--- src/rtl/pipe_skid_reg.sv ---
// pipe_skid_reg: two-entry register slice (main + skid) that cuts every
// combinational path between the upstream and downstream handshakes.
//
// Handshake: a transfer happens on a rising clk edge when valid and ready
// are both 1 on that side; valid never depends on ready, and every output
// (s_ready, m_valid, m_data) comes straight from a flop.
//
// Optional feature: define PIPE_SKID_REG_STATS_EN to add the xfer_cnt
// (wrapping) and stall_cnt (saturating) statistics outputs.
module pipe_skid_reg #(
  parameter int unsigned      WIDTH       = 8,
  parameter logic [WIDTH-1:0] RESET_VALUE = {WIDTH{1'b0}}
) (
  input  logic             clk,
  input  logic             rst,
  input  logic             s_valid,
  input  logic [WIDTH-1:0] s_data,
  output logic             s_ready,
  output logic             m_valid,
  output logic [WIDTH-1:0] m_data,
  input  logic             m_ready,
`ifdef PIPE_SKID_REG_STATS_EN
  output logic [15:0]      xfer_cnt,
  output logic [15:0]      stall_cnt,
`endif
  output logic [1:0]       state_dbg
);

  typedef enum logic [1:0] {
    EMPTY = 2'd0,
    ONE   = 2'd1,
    TWO   = 2'd2
  } state_t;

  state_t           state_q, state_d;
  logic [WIDTH-1:0] main_q, main_d;
  logic [WIDTH-1:0] skid_q, skid_d;
  logic             s_ready_q;
  logic             m_valid_q;
  logic             s_xfer;

  // Gate upstream acceptance with the registered ready so the single
  // not-ready cycle straight after reset release never takes data.
  assign s_xfer = s_valid & s_ready_q;

  // Next-state and next-register values for the slice.
  always_comb begin
    state_d = state_q;
    main_d  = main_q;
    skid_d  = skid_q;
    case (state_q)
      EMPTY: begin
        if (s_xfer) begin
          state_d = ONE;
          main_d  = s_data;
        end
      end
      ONE: begin
        if (s_xfer && m_ready) begin
          main_d = s_data;
        end else if (s_xfer) begin
          state_d = TWO;
          skid_d  = s_data;
        end else if (m_ready) begin
          state_d = EMPTY;
          main_d  = RESET_VALUE;
        end
      end
      TWO: begin
        // s_ready is 0 here, so upstream is ignored.
        if (m_ready) begin
          state_d = ONE;
          main_d  = skid_q;
        end
      end
      default: begin
        state_d = EMPTY;
        main_d  = RESET_VALUE;
      end
    endcase
  end

  // State and data registers; handshake outputs registered from next state.
  always_ff @(posedge clk or posedge rst) begin
    if (rst) begin
      state_q   <= EMPTY;
      main_q    <= RESET_VALUE;
      skid_q    <= RESET_VALUE;
      s_ready_q <= 1'b0;
      m_valid_q <= 1'b0;
    end else begin
      state_q   <= state_d;
      main_q    <= main_d;
      skid_q    <= skid_d;
      s_ready_q <= (state_d != TWO);
      m_valid_q <= (state_d != EMPTY);
    end
  end

  assign s_ready   = s_ready_q;
  assign m_valid   = m_valid_q;
  assign m_data    = main_q;
  assign state_dbg = state_q;

`ifdef PIPE_SKID_REG_STATS_EN
  logic [15:0] xfer_q;
  logic [15:0] stall_q;

  // Downstream transfer counter (wraps) and stall counter (saturates).
  always_ff @(posedge clk or posedge rst) begin
    if (rst) begin
      xfer_q  <= 16'h0000;
      stall_q <= 16'h0000;
    end else begin
      if (m_valid_q && m_ready) begin
        xfer_q <= xfer_q + 16'h0001;
      end
      if (m_valid_q && !m_ready && (stall_q != 16'hFFFF)) begin
        stall_q <= stall_q + 16'h0001;
      end
    end
  end

  assign xfer_cnt  = xfer_q;
  assign stall_cnt = stall_q;
`endif

endmodule
--- config.mk ---
export PLATFORM = sky130hd
export DESIGN_NAME = pipe_skid_reg
export DESIGN_NICKNAME = d
export VERILOG_FILES = /design/src/rtl/pipe_skid_reg.sv
export SDC_FILE = /design/constraint.sdc
export NUM_CORES = 1
export LEC_CHECK = 0
export ABC_AREA = 1
export BUFFER_PORTS_ARGS = -buffer_cell sky130_fd_sc_hd__buf_2
export CELL_PAD_IN_SITES_DETAIL_PLACEMENT = 0
export CELL_PAD_IN_SITES_GLOBAL_PLACEMENT = 1
export CORE_MARGIN = 5
export CORE_UTILIZATION = 37
export CTS_CLUSTER_DIAMETER = 150
export DETAILED_ROUTE_END_ITERATION = 12
export HOLD_SLACK_MARGIN = 0.15
export PLACE_DENSITY_LB_ADDON = 0.05
export SLEW_MARGIN = 20
export SYNTH_ARGS = -nofsm -noshare
export SYNTH_HDL_FRONTEND = slang
export SYNTH_SLANG_ARGS = --single-unit
export TNS_END_PERCENT = 30
--- constraint.sdc ---
create_clock -name clk -period 1.28 [get_ports clk]
set_input_delay 0.128 -clock clk [delete_from_list [all_inputs] [get_ports clk]]
set_output_delay 0.128 -clock clk [all_outputs]
set_load 0.01 [all_outputs]
; ---- Word-level counts from Yosys, hierarchy flattened
; Cells that the tools add are included.
[totals]
output_inout_bits = 12
mem_count = 0
wordCells = 31
rom_bits = 0
regBits = 20
latch_bits = 0
ramBits = 0
inputBits = 12
[op_classes]
reduce_logical = 5
n_mul = 0
magnitude_cmp = 0
div = 0
addsub = 0
n_shift = 0
muxes = 12
n_eq_ne = 7
bitwise_logic = 2
[ops]
columns = operator, count
row1 = $mux W8, 5
row2 = $pmux W8 S3, 1
row3 = $mux W2, 5
row4 = $ne A2 B2 Y1 const B, 3
row5 = $ne A3 B3 Y1 const B, 2
row6 = $pmux W2 S3, 1
row7 = $reduce_and A4 Y1, 1
row8 = $reduce_and A3 Y1, 1
row9 = $eq A2 B1 Y1 const B, 1
row10 = $eq A2 B2 Y1 const B, 1
row11 = $logic_not A2 Y1, 1
row12 = $reduce_bool A2 Y1, 1
row13 = $and A1 B1 Y1, 1
row14 = $logic_and A1 B1 Y1, 1
row15 = $not A1 Y1, 1

; ---- Longest topological paths before layout
; Gate-level depths: netlist (run 1).
[depth]
ltp_word = 5
ltp_mapped = 7
ltp_nobuf = 7

; ---- Worst setup path before layout (run 1)
; Ideal clock, no wire load.
[synth_timing]
kind = register to register
from = register state_q[1], in the netlist state_dbg[1]
to = register main_q[0], in the netlist m_data[0]
path_slack_ns = 0.093
n_path_buf = 0
stages_incl_launch_ff = 7
t_arrival_ns = 1.071
setup_time_ns = 0.117
required_ns = 1.163
period_less_slack_ns = 1.187
cell_sequence = dfrtp_1 inv_2 nand2_4 o21ai_4 nand2_4 nand2_1 nand2_1
[synth_via]
elab_chain_cells = 3
word_cells_on_any_way = 9
classes_between = eq/ne (6) / mux (1) / reduce/logical (2)
[synth_lines]
columns = element, line_no
row1 = from (decl), 35  ; state_t state_q, state_d;
row2 = from (signal assigned), 92  ; state_q <= state_d;
row3 = "$eq A2 B1 Y1, or another cell as far along", 51  ; case (state_q)
row4 = $ne A3 B3 Y1 (no source line) / $ne A2 B2 Y1 (equally long branches), n/a
row5 = $reduce_and A4 Y1 (no source line), n/a
row6 = to (signal assigned), 93  ; main_q <= main_d;
row7 = to (decl), 36  ; logic [WIDTH-1:0] main_q, main_d;
; Parallel ways exist; a longest one is shown, timed or not.
; A chain may end at the register's enable or synchronous reset.

; ---- Worst setup path in the final report (run 1)
[layout_timing]
from = register state_q[1], in the netlist state_dbg[1]
to = register main_q[3], in the netlist m_data[3]
; The elaborated chain is that of the path after synthesis.

==> flow_summary.toml, run 1 <==
[setup_path]
reg2regPathDepth = 7
startpoint = "state_dbg[1]"
path_max_fanout = 8
end_kind = "flip-flop"
cpLargestDelayFamily = "flip-flops"
critPathMaxStageDelay_ns = 0.47
cpMostUsedCell = "nand2_4"
cp.depth = 7
critPathSlowestCell = "dfrtp_2"
r2r-end = "m_data[3]"
cp.buffers_inverters = 2
criticalPathCategory = "reg2reg"
crit_required_ns = 1.49
critPathLaunchType = "flip-flop"
cp.arrival_ns = 1.42
rrSetupSlack_ns = 0.07
r2r_start = "state_dbg[1]"
cp_cell_sequence = "inv_2 > nand2_4 > nand2_4 > o21ai_4 > buf_4 > nand3_1 > nand2_1"

[layout]
diodes = 0
register_area_um2 = 502
multiInputGateArea_um2 = 468
stdcell_count = 196
area_growth_pct = 37.4
fillers = 261
fin_nets = 179
drive_gt1_share_pct = 29.5
design_area_um2 = 1360

[drt]
firstDrtPassIters = 4
drc = 0
drt_iter0_markers = 28
ant_nets = 0
via_per_inst = 4.76
routed_wl_um = 2430
wl_per_cell_um = 12.4
vias = 932

[synth]
yosysUniqueCellTypes = 14
ys_warn_count = 0
netlist.area_leader.share_pct = 50.6
postSynthAreaPerCell_um2 = 7.92
ys_async_sr_fraction_pct = 100
ys_dominant_reg_cell = "dfrtp_1"
synth_seq_cells = 20
yosys-top-cells-area = "dfrtp_1 51%, nand2_1 23%, nand3_1 13%, nand2_4 3.4%, nand3_4 1.8%"
syn_area_um2 = 990
synth-edff-count = 0
yosysSeqAreaShare_pct = 50.6
synth_largest_area_cell = "dfrtp_1"
yosysMostFrequentCell = "nand2_1"
yosys-top-cells-count = "60 x nand2_1, 25 x nand3_1, 20 x dfrtp_1"
synth.net_count = 137
syn_inst = 125

[place]
place_congestion = 0.722
placed_area_um2 = 1180
place_ws_ns = 0.0801
dpl.hpwl_um = 1790
dp.cells = 181
port_buffers = 23

[timing]
slew_violations = 0
setup_tns_ns = 0
tightest_slew_ns = 0.326
finalHoldViolations = 0
layout_min_cycle_time_ns = 1.21
rsz0062_at_grt = "yes"
relSlewSlack_pct = 78.2
whs_ns = 0.240
fin_crit_sh_pct = 94.1
setup_viol = 0
fmax_mhz = 830
finClkSkew_ns = 0.00482
worst_slack_ns = 0.0749

[min_path]
min_to = "skid_q[5]"
min_from = "m_ready"
hold_class = "in2reg"
hold_depth = 5

[global_route]
grt_max_degree = 21
grt_pass1_wl_um = 4280
track_usage_pct = 15.4
antenna_found_initial = 0
grt_pass1_vias = 1003
grt_overflow = 0

[clock_tree]
cts_root_buf = "clkbuf_4"
cts_sinks = 20
worstSkewPairLatency_ns = 0.30
clkTransAtPathRegs_ns = 0.12
cts_buffers = 3
clockBufferDepth = 2
cts_tree = "done"
h-tree-depth = 1

[power]
cellLeakagePower_uw = 0.000724
irDropWorstVdd_uv = 1120
powerDensity_nw_per_um2 = 2040

[job]
drv_cap = 0

[floorplanning]
rows = 18
die_w_um = 61.7
fp.coreArea_um2 = 2520
initial_core_util_pct = 39.2
die_area_um2 = 3810
die_h_um = 61.7
io_pins = 24

[status]
status = "completed"
[layer usage]
metal | GRT usage (%) | vias up | wire length, µm
li1 | - | 483 | -
met1 | 19.3 | 429 | 1110
met2 | 25.4 | 18 | 1180
met3 | 2.89 | 2 | 117
met4 | 7.27 | 0 | 17
met5 | 0 | - | 0
[state kept, by name, indices dropped and copies added (netlist names)]
| signal | count |
|---|---|
| state_dbg | 2 |
| m_data | 8 |
| s_ready | 1 |
| m_valid | 1 |
| skid_q | 8 |
[where the power goes]
group / switching [µW] / total, µW / internal (µW) / leakage [µW]
Sequential: 150 / 1040 / 892 / 0.000247
Combinational: 718 / 1220 / 499 / 0.000449
Clock: 204 / 521 / 316 / 0.0000279
[how the worst max path moves through the flow]
stage | endpoint | slack (ns)
detailed placement | m_data[0] | 0.08
global route | m_data[3] | -0.01
global placement | m_data[3] | 0.11
floorplan | m_data[0] | 0.09
CTS | m_data[3] | 0.05
finish | m_data[3] | 0.07
[final cells by class]
cell class	count	share of cell area, %
clock buffers	3	1.66
clock inverters	1	2.21
inverters	8	2.58
multi-input cells	96	34.4
flip-flops and latches	20	36.9
well taps	30	2.76
repair buffers	38	19.5
[cells in the final DEF, fill, tap and decap left out]
master / netlist / final
nand2_1: 60 / 59
nand3_1: 25 / 24
buf_2: 1 / 23
dfrtp_1: 20 / 19
dlygate4sd3_1: 0 / 10
inv_2: 3 / 4
buf_4: 0 / 4
nand2_4: 3 / 3
clkbuf_4: 0 / 3
nor2_4: 1 / 2
o21ai_0: 2 / 2
inv_1: 4 / 2
nand2_2: 0 / 1
nand3_4: 1 / 1
clkinv_2: 1 / 1
nor2_2: 1 / 1
clkinvlp_4: 0 / 1
o21ai_4: 1 / 1
nand3_2: 0 / 1
nor2_1: 2 / 1
bufinv_16: 0 / 1
buf_12: 0 / 1
dfrtp_2: 0 / 1
[metrics by stage]
stage	utilization (%)	power [µW]
final	53.9	2780
after global routing	53.9	3030
after CTS	52.8	2760
after detailed placement	46.8	2220
after global placement	46.8	2190
after floorplan	-	1770
[worst reg2reg max path, stage by stage, from the launching register on]
cell     delay (ns)
dfrtp_2        0.47
inv_2          0.10
nand2_4        0.08
nand2_4        0.10
o21ai_4        0.07
buf_4          0.16
nand3_1        0.08
nand2_1        0.05
[what timing repair did]
item / in CTS / in global routing
hold endpoints to repair: 29 / 0
hold buffers: 10 / 0
gates resized for setup: 0 / 7
setup buffers: 0 / 1
setup endpoints to repair: 0 / 8
[cell families (layout without fill, tap and decap cells)]
family                 Yosys count  in the layout  synth area share, %
buffers and inverters            9             50                 3.66
AND/OR/NAND/NOR                 93             93                 43.1
flip-flops                      20             20                 50.6
AO/OA/AOI/OAI                    3              3                 2.66
(Power assumes the default switching activity.)
==> inputs of run 2 (changes only) <==
==> constraint.sdc (replaced) <==
create_clock -name clk -period 1.28 [get_ports clk]
set_input_delay 0.256 -clock clk [delete_from_list [all_inputs] [get_ports clk]]
set_output_delay 0.256 -clock clk [all_outputs]
set_load 0.01 [all_outputs]
==> run 2 against run 1 <==
  * Sequential power hardly changed
  * Maximum frequency is 0.34% higher
  * Via count is 3.2% lower
  * Non-clock buffer count is 10 lower
  * Hold slack worse by 0.079 ns
  * Cell count is 5.1% lower
  * Critical path depth is 6 lower
  * Sequential share of layout area is 2.9 points higher
  * Critical endpoint is now state_dbg[1]
  * Largest cell class unchanged
  * Largest power group unchanged
==> flow_summary.toml, run 2 (synthesis gave the netlist of run 1 again) <==
[setup_path]
cp.arrival_ns = 0.94
cp_cell_sequence = "buf_2"
cpLargestDelayFamily = "flip-flops"
crit_required_ns = 1.02
path_max_fanout = 4
critPathMaxStageDelay_ns = 0.47
critPathLaunchType = "flip-flop"
criticalPathCategory = "reg2out"
critPathSlowestCell = "dfrtp_2"
cp.buffers_inverters = 1
end_kind = "output port"

[power]
intPower_uw = 1680
power.share.switching_pct = 39.2
powerDensity_nw_per_um2 = 2190
cellLeakagePower_uw = 0.000678
sequentialPowerShare_pct = 38.0
irDropWorstVdd_uv = 1190
clkPwrFrac_pct = 19.6
p_comb_share_pct = 42.5
p_sw_uw = 1090

[drt]
vias = 902
drc = 0
ant_nets = 0
via_per_inst = 4.85
wl_per_cell_um = 12.6
routed_wl_um = 2340
drt_iter0_markers = 36
firstDrtPassIters = 4

[place]
place_ws_ns = 0.0488
dpl.hpwl_um = 1770
placed_area_um2 = 1180
place_congestion = 0.733
port_buffers = 23

[timing]
layout_min_cycle_time_ns = 1.20
fmax_mhz = 833
slew_violations = 0
tightest_slew_ns = 0.298
relSlewSlack_pct = 80.1
fin_crit_sh_pct = 93.8
setup_viol = 0
rsz0062_at_grt = "yes"
finClkSkew_ns = 0.00177
finalHoldViolations = 0
worst_slack_ns = 0.0791

[layout]
design_area_um2 = 1260
fin_util_pct = 50.1
fillers = 269
area_growth_pct = 27.7
layout_common_cells = "60 x nand2_1, 25 x nand3_1, 23 x buf_2"
drive_gt1_share_pct = 29.5
final_common_cell = "nand2_1"
fin_nets = 169
diodes = 0

[job]
drv_cap = 0

[global_route]
grt_max_degree = 21
track_usage_pct = 15.1
antenna_found_initial = 0
grt_overflow = 0
grt_pass1_wl_um = 4110
grt_pass1_vias = 952

[clock_tree]
post_cts.repair.setup_buffers = 0
h-tree-depth = 1
cts_buffers = 3
worstSkewPairLatency_ns = 0.31
cts_root_buf = "clkbuf_4"
cts_tree = "done"
clockBufferDepth = 2
clkTransAtPathRegs_ns = 0.13
cts_sinks = 20

[floorplanning]
io_pins = 24
fp.coreArea_um2 = 2520
initial_core_util_pct = 39.2
die_area_um2 = 3810
die_h_um = 61.7
die_w_um = 61.7
rows = 18

[min_path]
hold_class = "in2reg"

[status]
status = "completed"
-- run 2: changes by cell type in the layout (fill, tap and decap cells not counted), sizes merged --
| cell | delta |
|---|---|
| dlygate4sd3 | -9 |
| buf | -1 |
| clkinv | -1 |
| inv | +1 |
-- run 2: cell type report --
type | instances | area [µm²] | area share [%]
Clock buffer | 3 | 22.5 | 1.78
Timing Repair Buffer | 28 | 171 | 13.6
Clock inverter | 1 | 30.0 | 2.38
Sequential cell | 20 | 503 | 39.8
Multi-Input combinational cell | 96 | 460 | 36.4
Inverter | 8 | 38.8 | 3.07
Tap cell | 30 | 37.5 | 2.97
-- run 2: worst paths after layout --
kind / from / to / slack (ns) / cells after the start
max: state_dbg[1] / state_dbg[1] / 0.08 / 1
max reg2reg: state_dbg[0] / m_data[3] / 0.08 / 7
min reg2reg: skid_q[1] / skid_q[1] / 0.50 / 2
min: s_data[4] / skid_q[4] / 0.16 / 3
max in group asynchronous: rst / state_dbg[0] / 0.56 / 4
min in group asynchronous: rst / skid_q[0] / 0.48 / 4
-- run 2: metrics by stage --
stage               power [µW]  TNS, ns  hold slack, ns  instances
global route              3030  -0.0132           0.171        186
global placement          2190        0           0.291        181
detailed placement        2210        0           0.300        181
finish                    2770        0           0.161        186
floorplan                 1770        0           0.220        125
CTS                       2750        0           0.157        186
-- run 2: metal layers --
metal	vias up	wire length (µm)	GRT usage, %
met5	-	0	0
met4	0	48	7.27
met3	5	100	2.69
met2	19	1140	26.0
met1	416	1050	18.0
li1	462	-	-
-- run 2: power groups by stage --
stage                     clock, µW  combinational (µW)  sequential, µW
after global placement            0                1140            1050
after global routing            576                1360            1090
after CTS                       550                1160            1040
after floorplan                   0                 670            1100
final                           542                1180            1050
after detailed placement          0                1160            1050
-- run 2: timing repair --
action / 4_1_cts / 5_1_grt
setup endpoints to repair: 0 / 8
gates resized for setup: 0 / 8
endpoints found under the hold margin: 20 / 0
hold buffers: 1 / 0
==> inputs of run 3 (changes only) <==
- PLACE_DENSITY: not set -> 0.84
- PLACE_DENSITY_LB_ADDON: 0.05 -> not set
- SLEW_MARGIN: 20 -> not set
==> run 3 against run 2 <==
  * Maximum frequency decreased by 1.6%
  * Setup slack got worse by 0.020 ns
  * Clock skew hardly changed
  * Critical path depth is 5 higher
  * Final area up 0.30%
  * Cell count increased by 1.6%
  * Global-route usage fell by 2.1 points
  * Critical endpoint is now m_data[1]
  * Largest cell class unchanged
==> flow_summary.toml, run 3 (synthesis gave the netlist of run 1 again) <==
[status]
status = "completed"

[clock_tree]
clockBufferDepth = 2
clkTransAtPathRegs_ns = 0.12
cts_root_buf = "clkbuf_4"
cts_sinks = 20
cts_tree = "done"
worstSkewPairLatency_ns = 0.30
cts_buffers = 3
h-tree-depth = 1

[drt]
drc = 0
via_per_inst = 4.74
firstDrtPassIters = 4
vias = 895
drt_iter0_markers = 34
routed_wl_um = 2240
ant_nets = 0
wl_per_cell_um = 11.9

[timing]
layout_min_cycle_time_ns = 1.22
fmax_mhz = 819
slew_violations = 0
relSlewSlack_pct = 79.9
finalHoldViolations = 0
tightest_slew_ns = 0.301
fin_crit_sh_pct = 95.4
setup_viol = 0
finClkSkew_ns = 0.00201
setup_tns_ns = 0
rsz0062_at_grt = "yes"

[job]
drv_cap = 0

[floorplanning]
io_pins = 24
rows = 18
fp.coreArea_um2 = 2520
die_h_um = 61.7
initial_core_util_pct = 39.2
die_area_um2 = 3810
die_w_um = 61.7

[layout]
stdcell_count = 189
fin_nets = 172
layout_common_cells = "59 x nand2_1, 25 x nand3_1, 23 x buf_2"
final_common_cell = "nand2_1"
diodes = 0
fin_util_pct = 50.2
area_growth_pct = 28.1
drive_gt1_share_pct = 31.4

[place]
dp.cells = 180
place_congestion = 0.790
dpl.hpwl_um = 1690
port_buffers = 23

[setup_path]
criticalPathCategory = "reg2reg"
crit_required_ns = 1.48
path_max_fanout = 8
cp.arrival_ns = 1.42
end_kind = "flip-flop"
startpoint = "state_dbg[1]"
critPathLaunchType = "flip-flop"
r2r_start = "state_dbg[1]"

[global_route]
grt_pass1_vias = 824
track_usage_pct = 13.0
antenna_found_initial = 0
grt_overflow = 0
grt_pass1_wl_um = 3620
grt_max_degree = 21

[power]
powerDensity_nw_per_um2 = 2100
total_power_uw = 2660
cellLeakagePower_uw = 0.000685
irDropWorstVdd_uv = 961

[min_path]
hold_class = "in2reg"
min_from = "s_data[5]"
run 3: critical path, cell delays in order (launching register included):
cell and delay [ns]:
dfrtp_2 0.47, inv_4 0.10, nand2_4 0.08, o21ai_4 0.23, nand2_4 0.10, nand2_1 0.09
nand2_1 0.05
run 3: path summary, 6_finish.rpt:
kind | to | slack [ns] | cells past startpoint
worst min-delay path | skid_q[5] | 0.18 | 3
worst max register to register | m_data[1] | 0.06 | 6
worst min register to register | skid_q[2] | 0.50 | 2
min in group asynchronous | skid_q[2] | 0.51 | 4
worst max-delay path | m_data[1] | 0.06 | 6
max in group asynchronous | state_dbg[1] | 0.55 | 4
run 3: per-stage QoR:
step | area (µm²) | setup WS [ns] | hold slack, ns
after floorplan | 990 | 0.0925 | 0.220
after global placement | 1170 | 0.0528 | 0.291
after detailed placement | 1170 | 0.0264 | 0.298
after CTS | 1220 | 0.00711 | 0.173
after global routing | 1270 | -0.0234 | 0.170
final | 1270 | 0.0590 | 0.182
run 3: final cells by class:
class | instances | area (µm²)
well taps | 30 | 37.5
fillers | 253 | 1250
clock buffers | 4 | 36.3
multi-input cells | 96 | 463
repair buffers | 31 | 190
inverters | 8 | 37.5
flip-flops and latches | 20 | 503
run 3: power breakdown:
group / total, µW / internal [µW] / switching, µW
Sequential: 1040 / 895 / 149
Combinational: 1240 / 516 / 727
Clock: 372 / 173 / 198
Total: 2660 / 1580 / 1070
run 3: per-layer routing:
metal	GRT usage (%)	wire [µm]
met5	0	0
met4	5.45	25
met3	3.31	138
met2	19.7	991
met1	17.6	1090
run 3: timing repair:
item | in CTS | in global routing
hold endpoints to repair | 20 | 0
gates resized for setup | 0 | 7
endpoints found under the setup margin | 0 | 8
hold buffers | 1 | 0
buffers inserted | 0 | 4
